--- config.mk ---
export PLATFORM = sky130hd
export DESIGN_NAME = cp0_exc_unit_flat
export DESIGN_NICKNAME = d
export VERILOG_FILES = /design/src/rtl/cp0_exc_unit_if.sv /design/src/rtl/cp0_exc_unit.sv /design/src/flat_wrapper.sv
export SDC_FILE = /design/constraint.sdc
export NUM_CORES = 1
export LEC_CHECK = 0
export CAP_MARGIN = 20
export CORE_UTILIZATION = 30
export CTS_CLUSTER_SIZE = 28
export DETAILED_ROUTE_END_ITERATION = 8
export GPL_TIMING_DRIVEN = 1
export PLACE_DENSITY = 0.7
export SYNTH_ARGS = -nofsm -noshare
export SYNTH_HDL_FRONTEND = slang
export SYNTH_SLANG_ARGS = --single-unit
--- constraint.sdc ---
create_clock -name clk -period 1.79 [get_ports clk]
set_clock_uncertainty 0.2 [all_clocks]
set_input_delay 0.358 -clock clk [delete_from_list [all_inputs] [get_ports clk]]
set_output_delay 0.358 -clock clk [all_outputs]
set_load 0.01 [all_outputs]
--- src/rtl/cp0_exc_unit_if.sv ---
// CP0 exception-unit bus: M-stage exception chain, mtc0/mfc0 access and NPC redirect outputs.
interface cp0_exc_unit_if;
  logic        ExcGotIn;
  logic [4:0]  ExcCodeIn;
  logic [31:0] PCIn;
  logic        BDIn;
  logic [5:0]  HWInt;
  logic        WE;
  logic [4:0]  Addr;
  logic [31:0] WD;
  logic        EXLClr;
  logic [31:0] RD;
  logic        Req;
  logic [31:0] EPCOut;
  logic [31:0] HandlerOut;

  modport master (
    output ExcGotIn, ExcCodeIn, PCIn, BDIn, HWInt, WE, Addr, WD, EXLClr,
    input  RD, Req, EPCOut, HandlerOut
  );

  modport slave (
    input  ExcGotIn, ExcCodeIn, PCIn, BDIn, HWInt, WE, Addr, WD, EXLClr,
    output RD, Req, EPCOut, HandlerOut
  );
endinterface

--- src/rtl/cp0_exc_unit.sv ---
// Coprocessor-0 exception responder: SR/Cause/EPC/PRId, take decision and pipeline redirect.
// Optional macro CP0_EPC_FWD_EN forwards an mtc0 EPC write onto EPCOut in the same cycle.
module cp0_exc_unit #(
  parameter logic [31:0] PRID_VAL     = 32'h2020_0712,
  parameter logic [31:0] HANDLER_ADDR = 32'h0000_4180
) (
  input logic         clk,
  input logic         reset_n,
  cp0_exc_unit_if.slave bus
);

  logic [5:0]  sr_im;
  logic        sr_exl;
  logic        sr_ie;
  logic        cause_bd;
  logic [5:0]  cause_ip;
  logic [4:0]  cause_exc;
  logic [31:0] epc;

  logic        int_req;
  logic        exc_req;
  logic        req;
  logic [4:0]  taken_code;
  logic [31:0] pc_aligned;
  logic [31:0] epc_take;
  logic [31:0] sr_word;
  logic [31:0] cause_word;
  logic        wr_sr;
  logic        wr_epc;

  assign int_req    = (|(bus.HWInt & sr_im)) & sr_ie & ~sr_exl;
  assign exc_req    = bus.ExcGotIn & ~sr_exl;
  assign req        = int_req | exc_req;
  assign taken_code = int_req ? 5'd0 : bus.ExcCodeIn;

  // Delay-slot victims return to the branch; subtraction wraps mod 2^32.
  assign pc_aligned = bus.PCIn & ~32'd3;
  assign epc_take   = bus.BDIn ? (pc_aligned - 32'd4) : pc_aligned;

  assign wr_sr  = bus.WE && (bus.Addr == 5'd12) && !req;
  assign wr_epc = bus.WE && (bus.Addr == 5'd14) && !req;

  assign sr_word    = {16'b0, sr_im, 8'b0, sr_exl, sr_ie};
  assign cause_word = {cause_bd, 15'b0, cause_ip, 3'b0, cause_exc, 2'b0};

  always_ff @(posedge clk or negedge reset_n) begin
    if (!reset_n) begin
      sr_im     <= '0;
      sr_exl    <= 1'b0;
      sr_ie     <= 1'b0;
      cause_bd  <= 1'b0;
      cause_ip  <= '0;
      cause_exc <= '0;
      epc       <= '0;
    end else begin
      cause_ip <= bus.HWInt;
      if (req) begin
        sr_exl    <= 1'b1;
        cause_exc <= taken_code;
        cause_bd  <= bus.BDIn;
        epc       <= epc_take;
      end else begin
        // An SR write owns the EXL bit even when eret is in the same stage.
        if (wr_sr) begin
          sr_im  <= bus.WD[15:10];
          sr_exl <= bus.WD[1];
          sr_ie  <= bus.WD[0];
        end else if (bus.EXLClr) begin
          sr_exl <= 1'b0;
        end
        if (wr_epc) begin
          epc <= {bus.WD[31:2], 2'b00};
        end
      end
    end
  end

  always_comb begin
    bus.RD = '0;
    case (bus.Addr)
      5'd12:   bus.RD = sr_word;
      5'd13:   bus.RD = cause_word;
      5'd14:   bus.RD = epc;
      5'd15:   bus.RD = PRID_VAL;
      default: bus.RD = '0;
    endcase
  end

`ifdef CP0_EPC_FWD_EN
  assign bus.EPCOut = wr_epc ? {bus.WD[31:2], 2'b00} : epc;
`else
  assign bus.EPCOut = epc;
`endif

  assign bus.Req        = req;
  assign bus.HandlerOut = HANDLER_ADDR;

endmodule

--- src/flat_wrapper.sv ---
// flat-port wrapper written by rule: the top's interface ports become plain ports
module cp0_exc_unit_flat 
#(
  parameter logic [31:0] PRID_VAL     = 32'h2020_0712,
  parameter logic [31:0] HANDLER_ADDR = 32'h0000_4180
)
  (clk, reset_n, bus_ExcGotIn, bus_ExcCodeIn, bus_PCIn, bus_BDIn, bus_HWInt, bus_WE, bus_Addr, bus_WD, bus_EXLClr, bus_RD, bus_Req, bus_EPCOut, bus_HandlerOut);
  cp0_exc_unit_if bus_i ();
  input logic clk;
  input logic reset_n;
  input wire logic [$bits(bus_i.ExcGotIn)-1:0] bus_ExcGotIn;
  input wire logic [$bits(bus_i.ExcCodeIn)-1:0] bus_ExcCodeIn;
  input wire logic [$bits(bus_i.PCIn)-1:0] bus_PCIn;
  input wire logic [$bits(bus_i.BDIn)-1:0] bus_BDIn;
  input wire logic [$bits(bus_i.HWInt)-1:0] bus_HWInt;
  input wire logic [$bits(bus_i.WE)-1:0] bus_WE;
  input wire logic [$bits(bus_i.Addr)-1:0] bus_Addr;
  input wire logic [$bits(bus_i.WD)-1:0] bus_WD;
  input wire logic [$bits(bus_i.EXLClr)-1:0] bus_EXLClr;
  output wire logic [$bits(bus_i.RD)-1:0] bus_RD;
  output wire logic [$bits(bus_i.Req)-1:0] bus_Req;
  output wire logic [$bits(bus_i.EPCOut)-1:0] bus_EPCOut;
  output wire logic [$bits(bus_i.HandlerOut)-1:0] bus_HandlerOut;
  assign bus_i.ExcGotIn = bus_ExcGotIn;
  assign bus_i.ExcCodeIn = bus_ExcCodeIn;
  assign bus_i.PCIn = bus_PCIn;
  assign bus_i.BDIn = bus_BDIn;
  assign bus_i.HWInt = bus_HWInt;
  assign bus_i.WE = bus_WE;
  assign bus_i.Addr = bus_Addr;
  assign bus_i.WD = bus_WD;
  assign bus_i.EXLClr = bus_EXLClr;
  assign bus_RD = bus_i.RD;
  assign bus_Req = bus_i.Req;
  assign bus_EPCOut = bus_i.EPCOut;
  assign bus_HandlerOut = bus_i.HandlerOut;
  cp0_exc_unit #(.PRID_VAL(PRID_VAL), .HANDLER_ADDR(HANDLER_ADDR)) u_core (.clk(clk), .reset_n(reset_n), .bus(bus_i));
endmodule
-- After elaboration in Yosys (flattened, before gate mapping)
Index checks and enable logic that the tools add are counted.
- register bits after elaboration: 52
- bits of input ports: 86
- output and inout port bits: 97
- logic and storage cells: 36
- $add $sub $neg: 1
- eq/ne operators: 4
- multiplexer cells: 8
- bitwise gates (word level): 7
- reduce and logical (&&, ||, !) cells: 9
- operators with widths (operator ; number):
    $pmux 32 s4 ; 1
    $mux 32 ; 3
    $sub 32x3->32 const B ; 1
    $eq 5x4->1 const B ; 4
    $and 6x6->6 ; 1
    $reduce_or 6->1 ; 1
    $mux 5 ; 1
    $logic_and 1x1->1 ; 4
    $and 1x1->1 ; 3
    $mux 1 ; 3
    $reduce_bool 3->1 ; 1
    $not 1->1 ; 2
    $reduce_and 2->1 ; 1
    $reduce_bool 2->1 ; 1
    $logic_not 1->1 ; 1
    $or 1x1->1 ; 1

-- Logic depth before layout (Yosys ltp)
Gate-level depths: netlist (run 1).
- word-level depth: 9
- depth in mapped cells: 7
- gate-level depth less buffers: 6

-- Worst setup path before layout (run 1)
OpenSTA, ideal clock, no wires.
- path kind: input port to flip-flop
- start: in bus_PCIn[28]
- end: reg u_core.epc[31], in the netlist u_core.bus.EPCOut[31]
- setup time: 0.087 ns
- arrival time: 1.693 ns
- data required time: 1.503 ns
- setup slack: -0.190 ns
- stages: 4
- path buffers: 0
- path through: or4_4 or4_1 o31a_1 a22oi_1
- cells in the longest elaborated chain, start to end: 3
- RTL lines (what ; RTL line ; source):
    from (decl) ; flat_wrapper.sv:13 ; input wire logic [$bits(bus_i.PCIn)-1:0] bus_PCIn;
    $sub 32x3->32 ; cp0_exc_unit.sv:38 ; assign epc_take = bus.BDIn ? (pc_aligned - 32'd4) : pc_aligned;
    $mux 32 ; cp0_exc_unit.sv:38 ;
    $mux 32 ; cp0_exc_unit.sv:57 ; if (req) begin
    to (signal assigned) ; cp0_exc_unit.sv:61 ; epc <= epc_take;
    to (signal assigned) ; cp0_exc_unit.sv:72 ; epc <= {bus.WD[31:2], 2'b00};
    to (decl) ; cp0_exc_unit.sv:18 ; logic [31:0] epc;
Every way passes these cells.
A chain may end at the register's enable or synchronous reset.

-- Worst setup path after layout (run 1)
- start: reg u_core.sr_im[1]
- end: reg u_core.sr_im[5]
- cells in the longest elaborated chain, start to end: 8
- elaborated cells between the ends (all ways): 9
- classes of those cells: 5 x bitwise; 4 x reduce/logical
- RTL lines (what ; RTL line ; source):
    from (decl) ; cp0_exc_unit.sv:12 ; logic [5:0] sr_im;
    from (signal assigned) ; cp0_exc_unit.sv:65 ; sr_im <= bus.WD[15:10];
    $and 6x6->6 (*) ; cp0_exc_unit.sv:31 ; assign int_req = (|(bus.HWInt & sr_im)) & sr_ie & ~sr_exl;
    $reduce_or 6->1 (*) ; cp0_exc_unit.sv:31 ;
    $and 1x1->1 (*) (2 in a row) ; cp0_exc_unit.sv:31 ;
    $or 1x1->1 (*) ; cp0_exc_unit.sv:33 ; assign req = int_req | exc_req;
    $logic_not 1->1 ; cp0_exc_unit.sv:40 ; assign wr_sr = bus.WE && (bus.Addr == 5'd12) && !req;
    $logic_and 1x1->1 ; cp0_exc_unit.sv:40 ;
    $reduce_and 2->1 (no line) (*) ; -- ;
Every way passes the cells marked *; elsewhere a longest branch is shown, timed or not.

==> impl_metrics.tcl, run 1 <==
set metrics [dict create \
    fin_tns_setup_ps -3580 \
    synth_most_common_cell "dfrtp_1" \
    path_cells "a221oi_2 -> a311o_2 -> inv_4 -> buf_6 -> nor2_4 -> buf_12 -> mux2_4" \
    drive_above_1_share_pct 38.8 \
    synth_warnings 0 \
    p_per_area_nw_per_um2 904 \
    ff_latch_area_um2 1250 \
    cts_buffer_depth 2 \
    finish.instance_area_um2 6480 \
    yosysTopAreaCellShare_pct 35.7 \
    drt-pass1-iter-count 4 \
    antenna_cells 0 \
    slew_violations 0 \
    synth_common_cells "dfrtp_1, mux2i_1, buf_4, nor2_1, a22oi_1" \
    status "finished, violations left" \
    synthFlopType "dfrtp_1" \
    synthArstFlopShare_pct 100 \
    synth_top_area_cell "dfrtp_1" \
    grt_setup_unrepaired "yes" \
    syn_area_um2 3510 \
    syn2layout_area_growth_pct 84.9 \
    critPathTopFamily "compound AO/OA/AOI/OAI gates" \
    path_buf_inv 3 \
    drt_iter0_markers 209 \
    reg2reg_from "u_core.sr_im[1]" \
    vdd_ir_drop_max_mv 0.437 \
    gp_congestion 0.816 \
    wl_per_cell_um 18.2 \
    violations "setup timing" \
    synth-edff-count 0 \
    grt_max_degree 40 \
    htree_levels 2 \
    dieArea_um2 12100 \
    num_rows 39 \
    cp_max_fo 7 \
    hpwl_um 9400 \
    utilization_pct 56.8 \
    drc_errors 0 \
    worstPathArrival_ps 1940 \
    cp-start-kind "flop" \
    grt_pass1_vias 3847 \
    cts_buffers 5 \
    synth_area_leaders "dfrtp_1, mux2i_1, buf_4" \
    cts_tree "built" \
    hold_violations 0 \
    min_period_over_period_pct 110 \
    grt_util_all_layers_pct 22.0 \
    vias 3905 \
    power.leakage_nw 3.00 \
    p_total_mw 5.86 \
    viasPerCell 5.16 \
    multi_input_area_um2 2330 \
    synthCells 372 \
    core_um2 11400 \
    clock-sinks 50 \
    grt_pass1_wl_um 20000 \
    worst_slack_ps -176 \
    start_util_pct 30.7 \
    ant_nets 0 \
    crit_type "reg2reg" \
    insertion_delay_ps 300 \
    period_minus_slack_ps 1970 \
    end_kind "flop" \
    max_cap_viol_count 0 \
    antenna_found_initial 0 \
    clkSlewWorstSetupHoldPaths_ps 80 \
    die_y_um 110 \
    critical-path-slowest-cell "dfrtp_1" \
    nFillCells 980 \
    pre_cts_slack_ps -941 \
    ys_types 50 \
    ys_ff_latch 50 \
    placement.cell_area_um2 5660 \
    clock-root-buffer "clkbuf_16" \
    critPathRequiredTime_ps 1760 \
    io_pins 183 \
    ys_seq_area_share_pct 35.7 \
    io_buffer_count 146 \
    worstHoldStart "bus_HWInt[0]" \
    setup_viol 55 \
    cpPeakStageDelay_ps 400 \
    fp.dieW_um 110 \
    syn_area_per_cell_um2 9.42 \
    fmax_mhz 509 \
    startpoint "u_core.sr_im[1]" \
    nets 700 \
    hp-class "in2reg" \
    totalWireLength_um 13800 \
    overflow 0 \
]
per-layer routing:
metal	wire [um]	vias to the layer above	global-route usage, %
met2	7150	170	39.2
met1	5550	1927	27.6
met4	329	0	6.95
li1	-	1786	-
met3	750	22	2.65
met5	0	-	0
path summary, 6_finish.rpt:
check | end | slack, ps | cells after the start
min in group asynchronous | u_core.bus.EPCOut[17] | 350 | 2
worst min-delay path | u_core.cause_ip[0] | 120 | 1
max in group asynchronous | u_core.bus.EPCOut[8] | 540 | 3
worst max-delay path | u_core.sr_im[5] | -180 | 7
worst max register to register | u_core.sr_im[5] | -180 | 7
worst min register to register | u_core.cause_exc[3] | 310 | 1
cell type report:
class	count	share of cell area (%)
multi-input cells	292	36.0
repair buffers	261	38.8
flip-flops and latches	50	19.3
clock inverters	3	0.733
well taps	143	2.76
inverters	3	0.483
clock buffers	5	1.93
registers in the layout, indices dropped and copies added (netlist names):
register           cells
u_core.sr_im           6
u_core.sr_ie           1
u_core.bus.EPCOut     30
u_core.cause_exc       5
u_core.cause_ip        6
u_core.cause_bd        1
u_core.sr_exl          1
through the flow:
stage / std cells / hold WS, ps
after floorplan: 404 / -138
after detailed placement: 719 / 127
final: 757 / 122
after global placement: 719 / 126
after CTS: 751 / 122
after global routing: 757 / 134
logic make-up (layout without fill, tap and decap cells):
group / count (synthesis) / count (layout) / synth area share [%]
buffers and inverters: 62 / 272 / 10.7
adders and majority gates: 1 / 1 / 0.357
AOI/OAI and AO/OA: 73 / 73 / 14.8
xor gates and xnor gates: 15 / 15 / 3.75
muxes: 53 / 53 / 15.4
and+or+nand+nor: 116 / 116 / 19.1
other: 2 / 34 / 0.214
DFF: 50 / 50 / 35.7
cells in the final DEF, fill, tap and decap left out, drive strengths merged, types with 16 or more instances in the layout:
master	count
nand2	16
dlygate4sd2	28
buf	156
dlymetal6s2s	21
and3	16
clkdlybuf4s50	46
a22oi	21
mux2i	46
nor2	31
conb	34
dfrtp	50
report_power, final:
part / internal [mW] / leakage (nW) / switching, mW
registers: 1.58 / 0.590 / 0.350
logic: 1.54 / 2.32 / 1.26
clock network: 0.668 / 0.0844 / 0.467
what timing repair did:
item	4_1_cts	5_1_grt
hold endpoints to repair	15	0
pin swaps	24	33
buffers inserted	18	6
cloned	7	1
hold buffers	1	0
gates resized for setup	285	82
endpoints found under the setup margin	93	88
(Power assumes the default switching activity.)
==> run 2, diff against run 1 <==
- PLACE_DENSITY: 0.7 -> 0.68
- clock period: 1.79 -> 2 ns (I/O delays scaled with it)
==> run 2 against run 1 <==
The run still ends with setup timing left. Final area shrank 9.1%. Sequential cell count unchanged. Non-clock buffer count fell by 25. Critical endpoint is now bus_Req.
==> impl_metrics.tcl, run 2 (synthesized netlist as in run 1, its figures left out) <==
set metrics [dict create \
    syn2layout_area_growth_pct 68.0 \
    crit_type "reg2out" \
    cpPeakStageDelay_ps 410 \
    drc_errors 0 \
    period_minus_slack_ps 2040 \
    clkSlewWorstSetupHoldPaths_ps 80 \
    gp_congestion 0.788 \
    ant_nets 0 \
    worstHoldStart "bus_HWInt[3]" \
    largest_register_ff_count 30 \
    critical-path-slowest-cell "dfrtp_1" \
    path_cells "a221oi_2 -> a311o_2 -> inv_4 -> buf_6" \
    die_y_um 110 \
    reg2reg_to "u_core.sr_ie" \
    io_pins 183 \
    cp_max_fo 2 \
    htree_levels 2 \
    overflow 0 \
    drive_above_1_share_pct 31.2 \
    cts_buffers 5 \
    clock-sinks 50 \
    setup_viol 1 \
    grt_pass1_wl_um 17700 \
    critPathTopFamily "compound AO/OA/AOI/OAI gates" \
    start_util_pct 30.7 \
    drt_iter0_markers 188 \
    hold_depth 1 \
    insertion_delay_ps 290 \
    fmax_mhz 491 \
    clock-root-buffer "clkbuf_16" \
    hold_violations 0 \
    path_buf_inv 2 \
    antenna_cells 0 \
    hpwl_um 8960 \
    nets 675 \
    grt_util_all_layers_pct 19.3 \
    status "finished, violations left" \
    min_period_over_period_pct 102 \
    layout_common_cells "clkdlybuf4s50_1, buf_4, dfrtp_1" \
    drt-pass1-iter-count 4 \
    io_buffer_count 146 \
    pre_cts_slack_ps -729 \
    fp.dieW_um 110 \
    slew_violations 0 \
    reg2reg_from "u_core.sr_im[1]" \
    max_cap_viol_count 0 \
    end_kind "primary output" \
    viasPerCell 4.93 \
    vias 3612 \
    violations "setup timing" \
    final_common_cell "clkdlybuf4s50_1" \
    cts_buffer_depth 2 \
    reg2reg_depth 7 \
    core_um2 11400 \
    hp-class "in2reg" \
    holdPathEnd "u_core.cause_ip[3]" \
    cp-start-kind "flop" \
    num_rows 39 \
    reg2reg_setup_slack_ps 0 \
    p_per_area_nw_per_um2 845 \
    wl_per_cell_um 16.7 \
    dieArea_um2 12100 \
    grt_pass1_vias 3489 \
    startpoint "u_core.sr_im[1]" \
    grt_setup_unrepaired "yes" \
    antenna_found_initial 0 \
    critPathRequiredTime_ps 1400 \
    vdd_ir_drop_max_mv 0.431 \
    totalWireLength_um 12200 \
    worstPathArrival_ps 1440 \
    worst_slack_ps -38.6 \
    cts_tree "built" \
    power.leakage_nw 2.65 \
    grt_max_degree 51 \
    utilization_pct 51.6 \
]
==> run 2: per-layer routing <==
metal  vias up  share of wire, %  GRT usage, %
li1       1735                 -             -
met1      1746                43          25.4
met2       123                50          33.3
met3         8               6.0          2.65
met4         0               1.1          4.61
met5         -                 0             0
==> run 2: worst max path at each step <==
| stage | to | slack, ps | cells after the start |
|---|---|---|---|
| after floorplan | u_core.bus.EPCOut[31] | -20 | 4 |
| after global placement | bus_RD[30] | -750 | 5 |
| after detailed placement | bus_RD[30] | -730 | 5 |
| after CTS | u_core.bus.EPCOut[31] | -10 | 5 |
| after global routing | bus_Req | -90 | 4 |
| final | bus_Req | -40 | 4 |
==> run 2: cell type report <==
| type | count | area [um^2] |
|---|---|---|
| Clock buffer | 5 | 125 |
| Tap cell | 143 | 179 |
| Clock inverter | 3 | 28.8 |
| Sequential cell | 50 | 1250 |
| Inverter | 3 | 13.8 |
| Multi-Input combinational cell | 292 | 2210 |
| Fill cell | 1050 | 5530 |
| Timing Repair Buffer | 236 | 2090 |
==> run 2: timing repair <==
action | 4_1_cts | 5_1_grt
pin swaps | 15 | 9
hold buffers | 1 | 0
resized for setup | 200 | 48
hold endpoints to repair | 50 | 0
cloned | 2 | 0
setup buffers | 11 | 3
endpoints found under the setup margin | 77 | 36
==> run 2: metrics by stage <==
| step | total power, mW | setup TNS (ps) | instances | hold slack [ps] | instance area (um^2) |
|---|---|---|---|---|---|
| 4_1_cts | 4.94 | -14.3 | 729 | 171 | 5800 |
| 3_5_place_dp | 3.97 | -43460 | 708 | 217 | 5510 |
| 6_report | 4.97 | -38.6 | 732 | 172 | 5890 |
| 2_1_floorplan | 2.71 | -29.9 | 404 | -95.6 | 3630 |
| 3_3_place_gp | 3.92 | -43190 | 708 | 216 | 5510 |
| 5_1_grt | 5.28 | -535 | 732 | 164 | 5890 |
==> run 2: report_power, final <==
group | total (mW) | leakage [nW] | switching [mW] | internal, mW
clock network | 0.901 | 0.0763 | 0.421 | 0.481
logic | 2.31 | 1.98 | 0.990 | 1.32
registers | 1.76 | 0.590 | 0.350 | 1.41
total | 4.97 | 2.65 | 1.76 | 3.21
==> run 3, diff against run 2 <==
- CORE_UTILIZATION: 30 -> 40
- PLACE_DENSITY: 0.68 -> 0.85
==> run 3 against run 2 <==
The flow still finishes with violations (setup timing). Clock-buffer cell count increased by 1. Fmax shrank 1.2%. Power decreased by 4.4%. Highest routed layer unchanged.
==> impl_metrics.tcl, run 3 (synthesized netlist as in run 1, its figures left out) <==
set metrics [dict create \
    syn2layout_area_growth_pct 67.9 \
    cts_tree "built" \
    finish.instance_area_um2 5890 \
    comb_power_share_pct 49.1 \
    num_rows 33 \
    drive_above_1_share_pct 31.7 \
    insertion_delay_ps 310 \
    path_cells "a22oi_2 -> a311o_2 -> inv_4 -> buf_6" \
    cp_max_fo 2 \
    setup_viol 1 \
    placement.cell_area_um2 5460 \
    clkSlewWorstSetupHoldPaths_ps 100 \
    min_period_over_period_pct 103 \
    grt_setup_unrepaired "yes" \
    clock-root-buffer "clkbuf_8" \
    p_total_mw 4.75 \
    dieArea_um2 9140 \
    p_per_area_nw_per_um2 808 \
    clock-sinks 50 \
    power.leakage_nw 2.64 \
    io_buffer_count 146 \
    crit_type "reg2out" \
    worst_slack_ps -63.4 \
    io_pins 183 \
    grt_util_all_layers_pct 27.8 \
    place_inst 669 \
    antenna_cells 0 \
    fmax_mhz 485 \
    ant_nets 0 \
    hpwl_um 9120 \
    critical-path-slowest-cell "a311o_2" \
    hold_violations 0 \
    final_common_cell "clkdlybuf4s50_1" \
    wl_per_cell_um 18.4 \
    nets 675 \
    worstPathArrival_ps 1460 \
    violations "setup timing" \
    largest_register_ff_count 30 \
    slew_violations 0 \
    grt_pass1_vias 3856 \
    start_util_pct 42.0 \
    cpPeakStageDelay_ps 430 \
    nFillCells 651 \
    cts_buffer_depth 2 \
    clock_power_share_pct 13.9 \
    vias 3748 \
    grt_pass1_wl_um 19400 \
    fp.dieW_um 95.6 \
    end_kind "primary output" \
    pwr-share-seq_pct 37.0 \
    vdd_ir_drop_max_mv 0.455 \
    layout_common_cells "clkdlybuf4s50_1, buf_4, dfrtp_1" \
    status "finished, violations left" \
    pre_cts_slack_ps -697 \
    die_y_um 95.6 \
    cts_buffers 5 \
    hp-class "in2reg" \
    totalWireLength_um 12800 \
    max_cap_viol_count 0 \
    overflow 0 \
    cp-start-kind "flop" \
    p_switching_mw 1.74 \
    viasPerCell 5.40 \
    final_cells 694 \
    grt_max_degree 40 \
    period_minus_slack_ps 2060 \
    critPathRequiredTime_ps 1400 \
    intPower_mw 3.02 \
    drt_iter0_markers 199 \
    htree_levels 2 \
    swShare_pct 36.5 \
    gp_congestion 0.865 \
    core_um2 8340 \
    drt-pass1-iter-count 4 \
    drc_errors 0 \
    tightest_slew_ps 544 \
    slew_headroom_pct 63.7 \
    antenna_found_initial 0 \
]
## run 3: worst paths after layout
kind                                         endpoint       startpoint  cells after the start  slack, ps
worst min-delay path               u_core.cause_ip[2]     bus_HWInt[2]                      1        150
worst max-delay path                          bus_Req  u_core.sr_im[3]                      4        -60
min in group asynchronous        u_core.bus.EPCOut[2]          reset_n                      2        400
max in group asynchronous               u_core.sr_exl          reset_n                      3        640
worst min register to register        u_core.cause_bd  u_core.cause_bd                      2        300
worst max register to register  u_core.bus.EPCOut[20]  u_core.sr_im[1]                      5         20
## run 3: through the flow
stage / utilization, % / hold slack [ps] / TNS (ps)
floorplan: - / -95.6 / -29.9
CTS: 70.1 / 152 / -39.7
finish: 70.6 / 146 / -63.4
global route: 70.6 / 152 / -1060
global placement: 65.5 / 211 / -42820
detailed placement: 65.5 / 210 / -43280
## run 3: cell type report
class | instances | area (um^2) | area share (%)
Timing Repair Buffer | 236 | 2150 | 36.5
Sequential cell | 50 | 1250 | 21.3
Clock buffer | 6 | 82.6 | 1.40
Tap cell | 105 | 131 | 2.23
Inverter | 3 | 13.8 | 0.234
Clock inverter | 2 | 16.3 | 0.276
Multi-Input combinational cell | 292 | 2240 | 38.1
## run 3: routing by layer
metal  wire length [um]  vias to the layer above  GRT usage (%)
met5                  0                        -              0
met4                380                        0           10.6
met3                710                       37           4.39
met2               6430                      167           48.3
met1               5270                     1809           34.4
li1                   -                     1735              -
## run 3: critical path: cells and delay by family (launching register included)
kind            cells  cell delay, ps
flops               1             410
compound gates      2             540
buf+inv             2             200
## run 3: repair_timing
item | CTS | global route
hold buffers | 1 | 0
endpoints found under the hold margin | 20 | 0
buffers inserted | 13 | 2
resized for setup | 219 | 40
setup endpoints to repair | 77 | 53
cloned | 2 | 0
pin swaps | 18 | 15
## run 3: power by group through the flow
| stage | clock network, mW | logic, mW | registers [mW] |
|---|---|---|---|
| after floorplan | 0 | 0.900 | 1.81 |
| after global placement | 0 | 2.15 | 1.74 |
| after detailed placement | 0 | 2.21 | 1.75 |
| after CTS | 0.666 | 2.29 | 1.74 |
| after global routing | 0.709 | 2.51 | 1.81 |
| final | 0.661 | 2.33 | 1.76 |
